<file path="src/rtl/calc_hist_pkg.sv">
// calc_hist_pkg: shared definitions for the history calculator.
//   state_t   - operation sequencer states (IDLE, EXEC, COMMIT)
//   OP_*      - 3-bit opcodes selected by {btnl, btnc, btnr}
package calc_hist_pkg;

  typedef enum logic [1:0] {
    S_IDLE   = 2'd0,
    S_EXEC   = 2'd1,
    S_COMMIT = 2'd2
  } state_t;

  localparam logic [2:0] OP_ADD = 3'd0;
  localparam logic [2:0] OP_SUB = 3'd1;
  localparam logic [2:0] OP_AND = 3'd2;
  localparam logic [2:0] OP_OR  = 3'd3;
  localparam logic [2:0] OP_XOR = 3'd4;
  localparam logic [2:0] OP_SLL = 3'd5;
  localparam logic [2:0] OP_SRA = 3'd6;
  localparam logic [2:0] OP_SLT = 3'd7;

endpackage

</file>
<file path="src/rtl/calc_hist_btn_sync.sv">
// calc_hist_btn_sync: two-flop synchroniser for one raw push button.
//   clk    - system clock
//   rst    - asynchronous active-high reset, clears all flops
//   i_btn  - raw, asynchronous button level
//   o_sig  - EDGE=0: synchronised level; EDGE=1: one-cycle pulse on the
//            synchronised rising edge (a held button yields one pulse)
module calc_hist_btn_sync #(
  parameter bit EDGE = 1'b0
) (
  input  logic clk,
  input  logic rst,
  input  logic i_btn,
  output logic o_sig
);

  logic r_s1;
  logic r_s2;

  always_ff @(posedge clk or posedge rst) begin
    if (rst) begin
      r_s1 <= 1'b0;
      r_s2 <= 1'b0;
    end else begin
      r_s1 <= i_btn;
      r_s2 <= r_s1;
    end
  end

  generate
    if (EDGE) begin : g_edge
      logic r_s2_d;
      always_ff @(posedge clk or posedge rst) begin
        if (rst) r_s2_d <= 1'b0;
        else     r_s2_d <= r_s2;
      end
      assign o_sig = r_s2 & ~r_s2_d;
    end else begin : g_level
      assign o_sig = r_s2;
    end
  endgenerate

endmodule

</file>
<file path="src/rtl/calc_hist.sv">
// calc_hist: accumulator calculator with an undo history stack.
//   clk       - system clock, all state on the rising edge
//   btnu      - asynchronous active-high reset
//   btnl/c/r  - raw opcode buttons (bit 2/1/0)
//   btnd      - raw execute button
//   undo      - raw undo button, restores the previous accumulator
//   sw        - signed operand 2
//   led       - current accumulator value
//   ovf       - signed overflow of the last committed ADD/SUB
//   hist_cnt  - number of valid history entries (0..D)
// An execute pulse in IDLE latches opcode and sw (p0), EXEC registers the
// ALU result (p1), COMMIT pushes the old accumulator and loads the result.
module calc_hist
  import calc_hist_pkg::*;
#(
  parameter  int W  = 16,
  parameter  int D  = 4,
  localparam int HW = $clog2(D + 1)
) (
  input  logic          clk,
  input  logic          btnu,
  input  logic          btnl,
  input  logic          btnc,
  input  logic          btnr,
  input  logic          btnd,
  input  logic          undo,
  input  logic [W-1:0]  sw,
  output logic [W-1:0]  led,
  output logic          ovf,
  output logic [HW-1:0] hist_cnt
);

  localparam int SHW = $clog2(W);
  localparam int PW  = (D > 1) ? $clog2(D) : 1;

  function automatic logic add_ovf(input logic signed [W-1:0] a,
                                   input logic signed [W-1:0] b,
                                   input logic signed [W-1:0] r);
    return (a[W-1] == b[W-1]) && (r[W-1] != a[W-1]);
  endfunction

  function automatic logic sub_ovf(input logic signed [W-1:0] a,
                                   input logic signed [W-1:0] b,
                                   input logic signed [W-1:0] r);
    return (a[W-1] != b[W-1]) && (r[W-1] != a[W-1]);
  endfunction

  logic [2:0] w_op;
  logic       w_exe;
  logic       w_undo;

  calc_hist_btn_sync #(.EDGE(1'b0)) u_sync_l (.clk(clk), .rst(btnu), .i_btn(btnl), .o_sig(w_op[2]));
  calc_hist_btn_sync #(.EDGE(1'b0)) u_sync_c (.clk(clk), .rst(btnu), .i_btn(btnc), .o_sig(w_op[1]));
  calc_hist_btn_sync #(.EDGE(1'b0)) u_sync_r (.clk(clk), .rst(btnu), .i_btn(btnr), .o_sig(w_op[0]));
  calc_hist_btn_sync #(.EDGE(1'b1)) u_sync_d (.clk(clk), .rst(btnu), .i_btn(btnd), .o_sig(w_exe));
  calc_hist_btn_sync #(.EDGE(1'b1)) u_sync_u (.clk(clk), .rst(btnu), .i_btn(undo), .o_sig(w_undo));

  state_t                r_state;
  logic signed [W-1:0]   r_acc;
  logic                  r_ovf;
  logic [HW-1:0]         r_cnt;
  logic [PW-1:0]         r_wp;     // next free slot of the circular history
  logic signed [W-1:0]   r_hist [D];

  logic [2:0]            r_op_p0;
  logic signed [W-1:0]   r_b_p0;
  logic signed [W-1:0]   r_res_p1;
  logic                  r_ovf_p1;

  logic [PW-1:0]         w_push_nxt;
  logic [PW-1:0]         w_pop_idx;
  logic [SHW-1:0]        w_sh;
  logic signed [W-1:0]   w_sum;
  logic signed [W-1:0]   w_diff;
  logic signed [W-1:0]   w_alu;
  logic                  w_alu_ovf;

  assign w_push_nxt = (r_wp == PW'(D - 1)) ? '0 : r_wp + PW'(1);
  assign w_pop_idx  = (r_wp == '0) ? PW'(D - 1) : r_wp - PW'(1);

  // ---- stage p0 -> p1: ALU on latched opcode/operand (acc is stable here)
  assign w_sh   = r_b_p0[SHW-1:0];
  assign w_sum  = r_acc + r_b_p0;
  assign w_diff = r_acc - r_b_p0;

  always_comb begin
    w_alu     = '0;
    w_alu_ovf = 1'b0;
    case (r_op_p0)
      OP_ADD: begin
        w_alu     = w_sum;
        w_alu_ovf = add_ovf(r_acc, r_b_p0, w_sum);
      end
      OP_SUB: begin
        w_alu     = w_diff;
        w_alu_ovf = sub_ovf(r_acc, r_b_p0, w_diff);
      end
      OP_AND:  w_alu = r_acc & r_b_p0;
      OP_OR:   w_alu = r_acc | r_b_p0;
      OP_XOR:  w_alu = r_acc ^ r_b_p0;
      OP_SLL:  w_alu = r_acc << w_sh;
      OP_SRA:  w_alu = r_acc >>> w_sh;
      default: w_alu = (r_acc < r_b_p0) ? W'(1) : '0;
    endcase
  end

  // ---- datapath registers (no reset: only read once the FSM makes them valid)
  always_ff @(posedge clk) begin
    if (r_state == S_IDLE && w_exe) begin
      r_op_p0 <= w_op;
      r_b_p0  <= sw;
    end
    if (r_state == S_EXEC) begin
      r_res_p1 <= w_alu;
      r_ovf_p1 <= w_alu_ovf;
    end
    if (r_state == S_COMMIT) begin
      r_hist[r_wp] <= r_acc;
    end
  end

  // ---- sequencer, accumulator and history bookkeeping
  always_ff @(posedge clk or posedge btnu) begin
    if (btnu) begin
      r_state <= S_IDLE;
      r_acc   <= '0;
      r_ovf   <= 1'b0;
      r_cnt   <= '0;
      r_wp    <= '0;
    end else begin
      case (r_state)
        S_IDLE: begin
          // execute has priority; a simultaneous undo pulse is dropped
          if (w_exe) begin
            r_state <= S_EXEC;
          end else if (w_undo && r_cnt != '0) begin
            r_acc <= r_hist[w_pop_idx];
            r_wp  <= w_pop_idx;
            r_cnt <= r_cnt - HW'(1);
            r_ovf <= 1'b0;
          end
        end
        S_EXEC: begin
          r_state <= S_COMMIT;
        end
        S_COMMIT: begin
          r_state <= S_IDLE;
          r_acc   <= r_res_p1;
          r_ovf   <= r_ovf_p1;
          r_wp    <= w_push_nxt;
          // a full stack overwrites its oldest entry and stays full
          if (r_cnt != HW'(D)) r_cnt <= r_cnt + HW'(1);
        end
        default: r_state <= S_IDLE;
      endcase
    end
  end

  assign led      = r_acc;
  assign ovf      = r_ovf;
  assign hist_cnt = r_cnt;

endmodule
</file>
<file path="config.mk">
export PLATFORM = sky130hd
export DESIGN_NAME = calc_hist
export DESIGN_NICKNAME = d
export VERILOG_FILES = /design/src/rtl/calc_hist_pkg.sv /design/src/rtl/calc_hist_btn_sync.sv /design/src/rtl/calc_hist.sv
export SDC_FILE = /design/constraint.sdc
export NUM_CORES = 1
export LEC_CHECK = 0
export BUFFER_PORTS_ARGS = -buffer_cell sky130_fd_sc_hd__buf_2
export CORE_MARGIN = 5
export CORE_UTILIZATION = 45
export DETAILED_ROUTE_END_ITERATION = 7
export GPL_TIMING_DRIVEN = 0
export HOLD_SLACK_MARGIN = 0.12
export PLACE_DENSITY = 0.67
export RECOVER_POWER = 100
export SYNTH_ARGS = -nofsm -noshare
export SYNTH_HDL_FRONTEND = slang
export SYNTH_SLANG_ARGS = --single-unit
</file>
<file path="constraint.sdc">
create_clock -name clk -period 2.6 [get_ports clk]
set_clock_uncertainty 0.05 [all_clocks]
set_input_delay 0.26 -clock clk [delete_from_list [all_inputs] [get_ports clk]]
set_output_delay 0.26 -clock clk [all_outputs]
set_load 0.03 [all_outputs]
</file>
==> results.md, run 1 <==
- Run status: finished with violations
- Violated checks: negative setup slack
- GRT Residual Overflow: 0
- Lkg Pwr: 4.53 nW
- Gr usage total: 0.248
- Max Freq: 0.367 GHz
- Antenna Nets Post-Route: 0
- Fillers: 1602
- Post-Syn Nets: 902
- HP Class: reg2reg
- Core region area: 19500 um^2
- R2R depth: 7
- CTS buffer count: 17
- Die Span X: 151 um
- Ys Warns: 0
- Cells after DPL: 1127
- Critical Path Fanout Max: 10
- Synth top area share: 0.336
- Synth area leaders: edfxtp_1 (34%), dfrtp_1 (10%), mux4_2 (9.1%)
- DRT Wirelength: 28600 um
- Slew Viols, Final: 0
- WP data arrival: 2900 ps
- Hold Path Depth: 0
- Clock Path Buffers: 2
- PD cells: 1090 nW/um^2
- Critical path class: reg2reg
- Worst Path Required: 2770 ps
- Seq/Total Area, Yosys: 0.437
- Synth Instances: 819
- R2r startpoint: r_op_p0[1]
- Mean Syn Cell Area: 10.9 um^2
- FF-to-FF End: r_res_p1[12]
- Ratio of cells with drive above 1 in the final layout: 0.343
- Vias in the first global route: 7141
- Max Cap Viol: 0
- CTS tree: built
- Worst slew pin tran: 831 ps
- WL/cell: 22.6 um
- Largest net degree at the start of global routing: 37
- Nets: 1070
- Most frequent CP cell: clkbuf_1
- Input/output buffers: 42
- Min-delay src: u_sync_u.r_s1
- Most common cell after layout, fill and taps aside: edfxtp_1
- Clk Latency, worst-skew pair: 430 ps
- DP Wirelength: 17900 um
- Placed cell area: 9510 um^2
- Die height: 151 um
- Distinct cells, synth: 73
- Worst R2R Setup Slack: -130 ps
- Setup TNS: -663 ps
- Antenna cells: 0
- CP Capture Type: register
- Drt pass-1 iters: 5
- Core Util, Final: 0.598
- Clock slew at reported path FFs: 60 ps
- RSZ-0062 raised after global routing: true
- Detailed Route Iter0 Violations: 884
- Global-route wire length before repair: 42200 um
- CP peak stage delay: 720 ps
- Non-Filler Instances: 1265
- Asr flop ratio synth: 0.265
- Pwr Total: 12.7 mW
- Register bit total from synthesis: 136
- Nature of the critical path startpoint: register
- Commonest non-fill, non-tap cells in the layout: edfxtp_1 (100), buf_4 (72), nor2_1 (65)
- CP delay by family, top: simple AND/OR/NAND/NOR gates
- Final setup viols: 11
- Setup WS pre-CTS: -605 ps
- Final Cycle Share: 1.05
- Number of synthesized flops with an enable pin: 100
- Critical path's slowest cell: nor2_1
- VDD IR max: 0.513 mV
- Design area: 11700 um^2
- Mapped cell area: 8920 um^2
- Starting Density: 0.457
- Post-route minimum period: 2730 ps
- DR DRC count: 0
- Fin Hold WS: 296 ps
- Final-report hold violation count: 0
- Slew headroom: 0.444
- Cells along the critical path: clkbuf_1, clkbuf_1, nor2_1, nand2_1, o31ai_4, o21ai_1, o211ai_1
- Hold Path End: u_sync_u.r_s2
- Slack of the critical path: -128 ps
- CP Buf/Inv Count: 2
- CTS root buffer: clkbuf_16
- # rows: 51
- Biggest area consumer among synthesized cells: edfxtp_1
- Via/cell ratio: 6.07
- Initial antenna violation count: 0
- Num Clock Sinks: 136
- Top FF cell, synth: edfxtp_1
- Via count: 7683
- Area Overhead vs Synth: 30.9%
- Placer Congestion: 0.935
- H-tree depth: 4
- Die footprint: 22700 um^2
- Num ports: 43
==> worst reg2reg max path: cells and delay by family (launching register included) <==
kind / cells / cell delay [ps]
buffers and inverters: 2 / 560
and+or+nand+nor: 2 / 950
DFF: 1 / 350
AOI/OAI and AO/OA: 3 / 630
==> how the worst max path moves through the flow <==
| stage | start | endpoint | slack, ps | cells after the start |
|---|---|---|---|---|
| floorplan | r_b_p0[2] | r_res_p1[4] | -10 | 10 |
| finish | r_op_p0[1] | r_res_p1[12] | -130 | 7 |
| CTS | r_b_p0[0] | r_res_p1[12] | -100 | 9 |
| global placement | u_sync_d.g_edge.r_s2_d | r_b_p0[14] | -680 | 2 |
| global route | r_b_p0[0] | r_res_p1[12] | -160 | 11 |
| detailed placement | r_b_p0[3] | r_res_p1[12] | -600 | 9 |
==> metal layers <==
metal / GRT usage / routed length [um] / up-vias
li1: - / - / 3423
met2: 0.375 / 13000 / 412
met5: 0 / 0 / -
met3: 0.0491 / 2710 / 71
met1: 0.363 / 12200 / 3777
met4: 0.0730 / 724 / 0
==> cell type report <==
cell class              instances  area [um^2]  share of cell area
repair buffers                153         1170               0.100
inverters                      53          220              0.0189
well taps                     265          332              0.0284
clock inverters                10         96.3             0.00825
multi-input cells             578         5140               0.440
clock buffers                  22          464              0.0397
flip-flops and latches        136         3930               0.336
plain buffers                  48          323              0.0276
==> synth_stat cells (9+ instances only) <==
cell,n
a211oi_1,12
o211ai_1,10
dfrtp_1,36
a31oi_1,10
clkbuf_1,28
nor3_1,22
a21o_1,11
mux2i_1,37
edfxtp_1,100
and2_1,9
o22ai_1,9
nor2b_1,13
nand2_1,52
nor2_1,69
o21ai_0,31
o21a_1,10
buf_2,13
a21oi_1,48
ha_1,57
mux4_2,36
a22oi_1,10
inv_1,44
o21ai_1,19
==> where the power goes <==
part	total, mW	switching, mW	internal (mW)
Combinational	7.15	4.07	3.08
Clock	2.37	0.995	1.37
Sequential	3.22	0.379	2.84
==> flip-flops by register name, summed over array words and instances (netlist names), 2 cells and up <==
signal,flops
r_hist,64
led,16
r_b_p0,16
r_res_p1,16
hist_cnt,3
r_op_p0,3
r_state,2
r_wp,2
==> repair_timing <==
item,4_1_cts,5_1_grt
setup buffers,48,40
setup endpoints to repair,23,86
gates resized for setup,86,103
hold buffers,22,0
cloned,0,0
hold endpoints to repair,57,0
pin swaps,31,41
==> cell families after synthesis <==
kind of cell	share of synthesized area
mux	0.139
flops	0.437
buf+inv	0.0516
fa+ha+maj	0.0866
xor+xnor	0.00491
compound gates	0.168
simple gates	0.112
Note: power is estimated with default switching activity, not from simulation.
==> run 2, diff against run 1 <==
--- a/config.mk
+++ b/config.mk
@@ -7,11 +7,11 @@
 export LEC_CHECK = 0
 export BUFFER_PORTS_ARGS = -buffer_cell sky130_fd_sc_hd__buf_2
 export CORE_MARGIN = 5
-export CORE_UTILIZATION = 45
+export CORE_UTILIZATION = 57
 export DETAILED_ROUTE_END_ITERATION = 7
 export GPL_TIMING_DRIVEN = 0
 export HOLD_SLACK_MARGIN = 0.12
-export PLACE_DENSITY = 0.67
+export PLACE_DENSITY = 0.81
 export RECOVER_POWER = 100
 export SYNTH_ARGS = -nofsm -noshare
 export SYNTH_HDL_FRONTEND = slang
==> run 2 against run 1 <==
Compared with the run above: the flow finishes with violations (design-rule violations, negative setup slack); utilization rose by 16 points; combinational power fell by 1%; critical endpoint is now r_res_p1[6]; clock power rose by 5%.
==> results.md, run 2 (synthesis results as in run 1) <==
- Hold Path Depth: 0 (unchanged)
- RSZ-0062 raised after global routing: true
- WL/cell: 24.1 um (+6.4%)
- Ratio of cells with drive above 1 in the final layout: 0.358 (+0.0153)
- Clock slew at reported path FFs: 60 ps (about the same)
- Slew Viols, Final: 0 (unchanged)
- Hold Path End: u_sync_u.r_s2
- Run status: finished with violations
- Starting Density: 0.585 (+0.128)
- CP Capture Type: register
- Post-route minimum period: 2760 ps (+28.6 ps)
- Largest register FFs: 64 (unchanged)
- Initial antenna violation count: 1 (+1)
- FF-to-FF End: r_res_p1[6]
- Core Util, Final: 0.761 (+0.163)
- Input/output buffers: 42 (unchanged)
- Critical path class: reg2reg
- Most common cell after layout, fill and taps aside: edfxtp_1
- Min-delay src: u_sync_u.r_s1
- Num Clock Sinks: 136 (unchanged)
- Setup WS pre-CTS: -594 ps (+11.1 ps)
- Nets: 1072 (+0.19%)
- Clk Latency, worst-skew pair: 440 ps (about the same)
- Placer Congestion: 0.986 (+5.5%)
- DP Wirelength: 17800 um (-0.44%)
- Reg area: 3930 um^2 (about the same)
- Worst Path Required: 2700 ps (-70 ps)
- Most flops, register: r_hist
- HP Class: reg2reg
- CTS root buffer: clkbuf_16
- DRT Wirelength: 29200 um (+2.1%)
- Violated checks: design-rule violations, negative setup slack
- CTS tree: built
- Global-route wire length before repair: 43200 um (+2.4%)
- Core region area: 15300 um^2 (-22%)
- Final Cycle Share: 1.06 (+0.0110)
- R2R depth: 11 (+4)
- Die footprint: 18300 um^2 (-20%)
- Gr usage total: 0.314 (+0.0660)
- Pwr Total: 12.8 mW (+0.10%)
- Fillers: 944 (-41%)
- Slack of the critical path: -157 ps (-28.6 ps)
- Via/cell ratio: 6.63 (+9.2%)
- Vias in the first global route: 7589 (+6.3%)
- Max Cap Viol: 0 (unchanged)
- PD cells: 1100 nW/um^2 (+0.64%)
- VDD IR max: 0.575 mV (+12%)
- Final-report hold violation count: 0 (unchanged)
- GRT Residual Overflow: 0 (unchanged)
- Detailed Route Iter0 Violations: 1163 (+32%)
- Antenna Nets Post-Route: 0 (unchanged)
- Lkg Pwr: 4.55 nW (+0.43%)
- Area Overhead vs Synth: 30.2%
- # rows: 45 (-12%)
- Commonest non-fill, non-tap cells in the layout: edfxtp_1 (100), buf_4 (87), nor2_1 (65)
- Die height: 135 um (-10%)
- CTS buffer count: 17 (unchanged)
- Setup TNS: -485 ps (+178 ps)
- Area occupied by multi-input gates: 5110 um^2 (-0.68%)
- Clock Path Buffers: 2 (unchanged)
- Fin Hold WS: 298 ps (+1.30 ps)
- DR DRC count: 3 (+3)
- Die Span X: 135 um (-10%)
- Final setup viols: 9 (-2)
- Worst R2R Setup Slack: -160 ps (-30 ps)
- H-tree depth: 4 (unchanged)
- R2r startpoint: r_b_p0[0]
- Slew headroom: 0.433 (-0.0106)
- WP data arrival: 2860 ps (-40 ps)
- Nature of the critical path startpoint: register
- Max Freq: 0.363 GHz (-1.0%)
- Num ports: 43 (unchanged)
- Worst slew pin tran: 846 ps (+14.3 ps)
- Via count: 8048 (+4.8%)
- Critical Path Fanout Max: 4 (-6)
- Drt pass-1 iters: 8 (+3)
- Largest net degree at the start of global routing: 37 (unchanged)
[run 2: cell count changes in the layout (fill, tap and decap cells not counted), sizes merged]
| cell | delta |
|---|---|
| buf | +5 |
| bufinv | +2 |
| clkbuf | -7 |
| clkinv | +5 |
| clkinvlp | -2 |
| diode | +1 |
| inv | -1 |
[run 2: worst max-delay path by stage]
stage	from	end	slack, ps	cells after the start
after floorplan	r_b_p0[2]	r_res_p1[4]	-10	10
after global placement	u_sync_d.g_edge.r_s2_d	r_b_p0[14]	-640	2
after detailed placement	r_b_p0[2]	r_res_p1[0]	-590	10
after CTS	r_b_p0[1]	r_res_p1[11]	-70	9
after global routing	r_b_p0[0]	r_res_p1[6]	-140	11
final	r_b_p0[0]	r_res_p1[6]	-160	11
[run 2: report_power, final]
group	total (mW)	internal, mW	leakage, nW	switching [mW]
Sequential	3.21	2.84	1.33	0.364
Combinational	7.05	2.99	2.92	4.06
Clock	2.49	1.51	0.291	0.980
Total	12.8	7.35	4.55	5.40
[run 2: through the flow]
step                cell area, um^2  cells
finish                        11600   1214
global route                  11600   1214
CTS                           10900   1177
detailed placement             9440   1073
global placement               9430   1072
floorplan                      8950    819
[run 2: repair_timing]
item	in CTS	in global routing
buffers inserted	51	38
setup endpoints to repair	24	87
hold buffers	22	0
endpoints found under the hold margin	57	0
pin swaps	27	45
gates cloned	0	1
gates resized for setup	67	126
[run 2: layer usage]
layer  GRT usage  wire length (um)
met1       0.427             10900
met3      0.0691              3300
met2       0.494             13300
met4       0.125              1650
met5           0                 0
[run 2: worst max-delay path: stages, from the launching register on]
cell and delay [ps]:
edfxtp_1 420, buf_4 160, ha_4 170, inv_2 50, fa_2 360, nor2b_4 160, o31a_1 290, nor2_2 70
buf_4 150, xnor2_2 130, a221oi_2 320, o21ai_1 140
[run 2: area by class of cell]
class                      count  share of cell area
multi-input combinational    578               0.440
sequential                   136               0.338
timing repair buffer         155              0.0993
clock buffer                  18              0.0369
buffer                        48              0.0297
tap                          211              0.0227
inverter                      53              0.0185
clock inverter                14              0.0149
antenna                        1            0.000215
==> run 3, diff against run 2 <==
--- a/config.mk
+++ b/config.mk
@@ -7,11 +7,11 @@
 export LEC_CHECK = 0
 export BUFFER_PORTS_ARGS = -buffer_cell sky130_fd_sc_hd__buf_2
 export CORE_MARGIN = 5
-export CORE_UTILIZATION = 57
+export CORE_UTILIZATION = 65
 export DETAILED_ROUTE_END_ITERATION = 7
 export GPL_TIMING_DRIVEN = 0
 export HOLD_SLACK_MARGIN = 0.12
-export PLACE_DENSITY = 0.81
+export PLACE_DENSITY = 0.87
 export RECOVER_POWER = 100
 export SYNTH_ARGS = -nofsm -noshare
 export SYNTH_HDL_FRONTEND = slang
==> constraint.sdc (replaced) <==
create_clock -name clk -period 3.45 [get_ports clk]
set_clock_uncertainty 0.05 [all_clocks]
set_input_delay 0.345 -clock clk [delete_from_list [all_inputs] [get_ports clk]]
set_output_delay 0.345 -clock clk [all_outputs]
set_load 0.03 [all_outputs]
==> run 3 against run 2 <==
Compared with the run above: power fell by 35%; flip-flop and latch count is the same; die area fell by 11%; global-route usage is 3.1 points higher; count of clock-buffer cells in the layout is 3 higher; register-to-register slack improved by 210 ps; the flow finishes with violations (design-rule violations, max-capacitance violations); setup slack improved by 210 ps; final area is 13% lower; critical path depth fell by 3; combinational power shrank 47%; utilization decreased by 0.14 points.
==> results.md, run 3 (synthesis results as in run 1) <==
- Run status: finished with violations
- Violated checks: design-rule violations, max-capacitance violations
- Final setup viols: 0 (-9)
- Placer Congestion: 1.00 (+1.7%)
- Final Cycle Share: 0.984 (-0.0764)
- Post-route minimum period: 3390 ps (+638 ps)
- Pwr Total: 8.30 mW (-35%)
- Slew Viols, Final: 0 (unchanged)
- WL met2: 12700 um (-5.1%)
- Max Cap Viol: 1 (+1)
- Lkg Pwr: 3.90 nW (-14%)
- CTS tree: built
- VDD IR max: 0.427 mV (-26%)
- Gr usage total: 0.345 (+0.0310)
- Largest net degree at the start of global routing: 23 (-38%)
- GRT Residual Overflow: 0 (unchanged)
- Fin Hold WS: 302 ps (+3.88 ps)
- Initial antenna violation count: 0 (-1)
- DR DRC count: 12 (+9)
- Nature of the critical path startpoint: register
- Global-route wire length before repair: 42800 um (-1.0%)
- HP Class: reg2reg
- Worst Path Required: 3540 ps (+840 ps)
- Min-delay src: u_sync_c.r_s1
- Antenna cells: 0 (-1)
- Wl on met1: 10100 um (-8.1%)
- Num ports: 43 (unchanged)
- RSZ-0062 raised after global routing: false
- Die height: 127 um (-5.9%)
- Critical path class: reg2reg
- Num Clock Sinks: 136 (unchanged)
- Input/output buffers: 42 (unchanged)
- Placed cell area: 9400 um^2 (-0.45%)
- Met3 wire length: 2820 um (-15%)
- FF-to-FF End: r_res_p1[0]
- Via/cell ratio: 6.95 (+4.9%)
- Die footprint: 16200 um^2 (-11%)
- Final-report hold violation count: 0 (unchanged)
- Via count: 7591 (-5.7%)
- WL/cell: 24.6 um (+2.3%)
- Slew headroom: 0.00612 (-0.427)
- R2R depth: 8 (-3)
- Ratio of cells with drive above 1 in the final layout: 0.135 (-0.223)
- Drt pass-1 iters: 8 (unchanged)
- Starting Density: 0.669 (+0.0837)
- Max Freq: 0.295 GHz (-19%)
- Worst slew pin tran: 1490 ps (+642 ps)
- Die Span X: 127 um (-5.9%)
- Antenna Nets Post-Route: 0 (unchanged)
- Commonest non-fill, non-tap cells in the layout: edfxtp_1 (100), nor2_1 (70), ha_1 (57)
- Hold Path End: u_sync_c.o_sig
- PD cells: 818 nW/um^2 (-25%)
- R2r startpoint: led[9]
- Most flops, register: r_hist
- CTS buffer count: 17 (unchanged)
- Clock Path Buffers: 2 (unchanged)
- WP data arrival: 3490 ps (+630 ps)
- Clock slew at reported path FFs: 60 ps (about the same)
- Detailed Route Iter0 Violations: 971 (-17%)
- CTS root buffer: clkbuf_16
- Worst R2R Setup Slack: 60 ps (+210 ps)
- Post CTS Setup Buffer Count: 0 (-100%)
- Setup TNS: 0 ps (+485 ps)
- Critical Path Fanout Max: 16 (+12)
- Vias in the first global route: 7510 (-1.0%)
- H-tree depth: 4 (unchanged)
- DRT Wirelength: 26900 um (-8.0%)
- Largest register FFs: 64 (unchanged)
- Area Overhead vs Synth: 13.7%
- Nets: 986 (-8.0%)
- Design area: 10100 um^2 (-13%)
- # rows: 42 (-6.7%)
- Top Layer Used: met4
- Core region area: 13300 um^2 (-13%)
- CP Capture Type: register
- DP Wirelength: 18400 um (+3.5%)
- Most common cell after layout, fill and taps aside: edfxtp_1
- Clk Latency, worst-skew pair: 430 ps (about the same)
- Hold Path Depth: 0 (unchanged)
-- run 3: cell count changes in the layout (fill, tap and decap cells not counted), sizes merged --
cell,delta
buf,-110
clkbuf,+27
clkinv,-3
diode,-1
-- run 3: what timing repair did --
action,4_1_cts,5_1_grt
resized for setup,0,4
endpoints found under the setup margin,12,10
hold buffers,22,0
endpoints found under the hold margin,35,0
-- run 3: how the worst max path moves through the flow --
| stage | start | endpoint | slack, ps |
|---|---|---|---|
| after CTS | r_b_p0[2] | r_res_p1[13] | 10 |
| after detailed placement | r_b_p0[2] | r_res_p1[13] | -250 |
| after floorplan | r_b_p0[2] | r_res_p1[4] | 520 |
| final | led[9] | r_res_p1[0] | 60 |
| after global placement | r_b_p0[2] | r_res_p1[0] | -300 |
| after global routing | r_b_p0[2] | r_res_p1[0] | 20 |
-- run 3: cell type report --
cell class,instances,area (um^2)
fillers,872,3200
plain buffers,51,258
flip-flops and latches,136,3910
repair buffers,66,413
inverters,53,199
clock buffers,21,440
well taps,176,220
multi-input cells,578,4560
clock inverters,11,149
-- run 3: stage by stage --
| stage | utilization | setup WS [ps] | instances |
|---|---|---|---|
| 2_1_floorplan | - | 522 | 819 |
| 3_3_place_gp | 0.701 | -298 | 1037 |
| 3_5_place_dp | 0.704 | -249 | 1039 |
| 4_1_cts | 0.765 | 11.0 | 1092 |
| 5_1_grt | 0.760 | 23.2 | 1092 |
| 6_report | 0.760 | 55.1 | 1092 |
-- run 3: metal layers --
metal	vias to the layer above	track usage
li1	3253	-
met1	3655	0.459
met2	554	0.553
met3	129	0.0651
met4	0	0.157
met5	-	0
-- run 3: where the power goes --
part	leakage (nW)	switching [mW]	internal, mW	total [mW]
clock	0.278	0.734	1.14	1.87
sequential	1.35	0.594	2.12	2.71
combinational	2.28	2.23	1.48	3.72
-- run 3: critical path, cell delays in order, from the launching register on --
cell	delay, ps
dfrtp_1	790
inv_1	210
ha_1	380
or2_1	280
nor3_1	210
o21ai_0	150
a211o_1	330
a211oi_1	450
o221ai_1	250
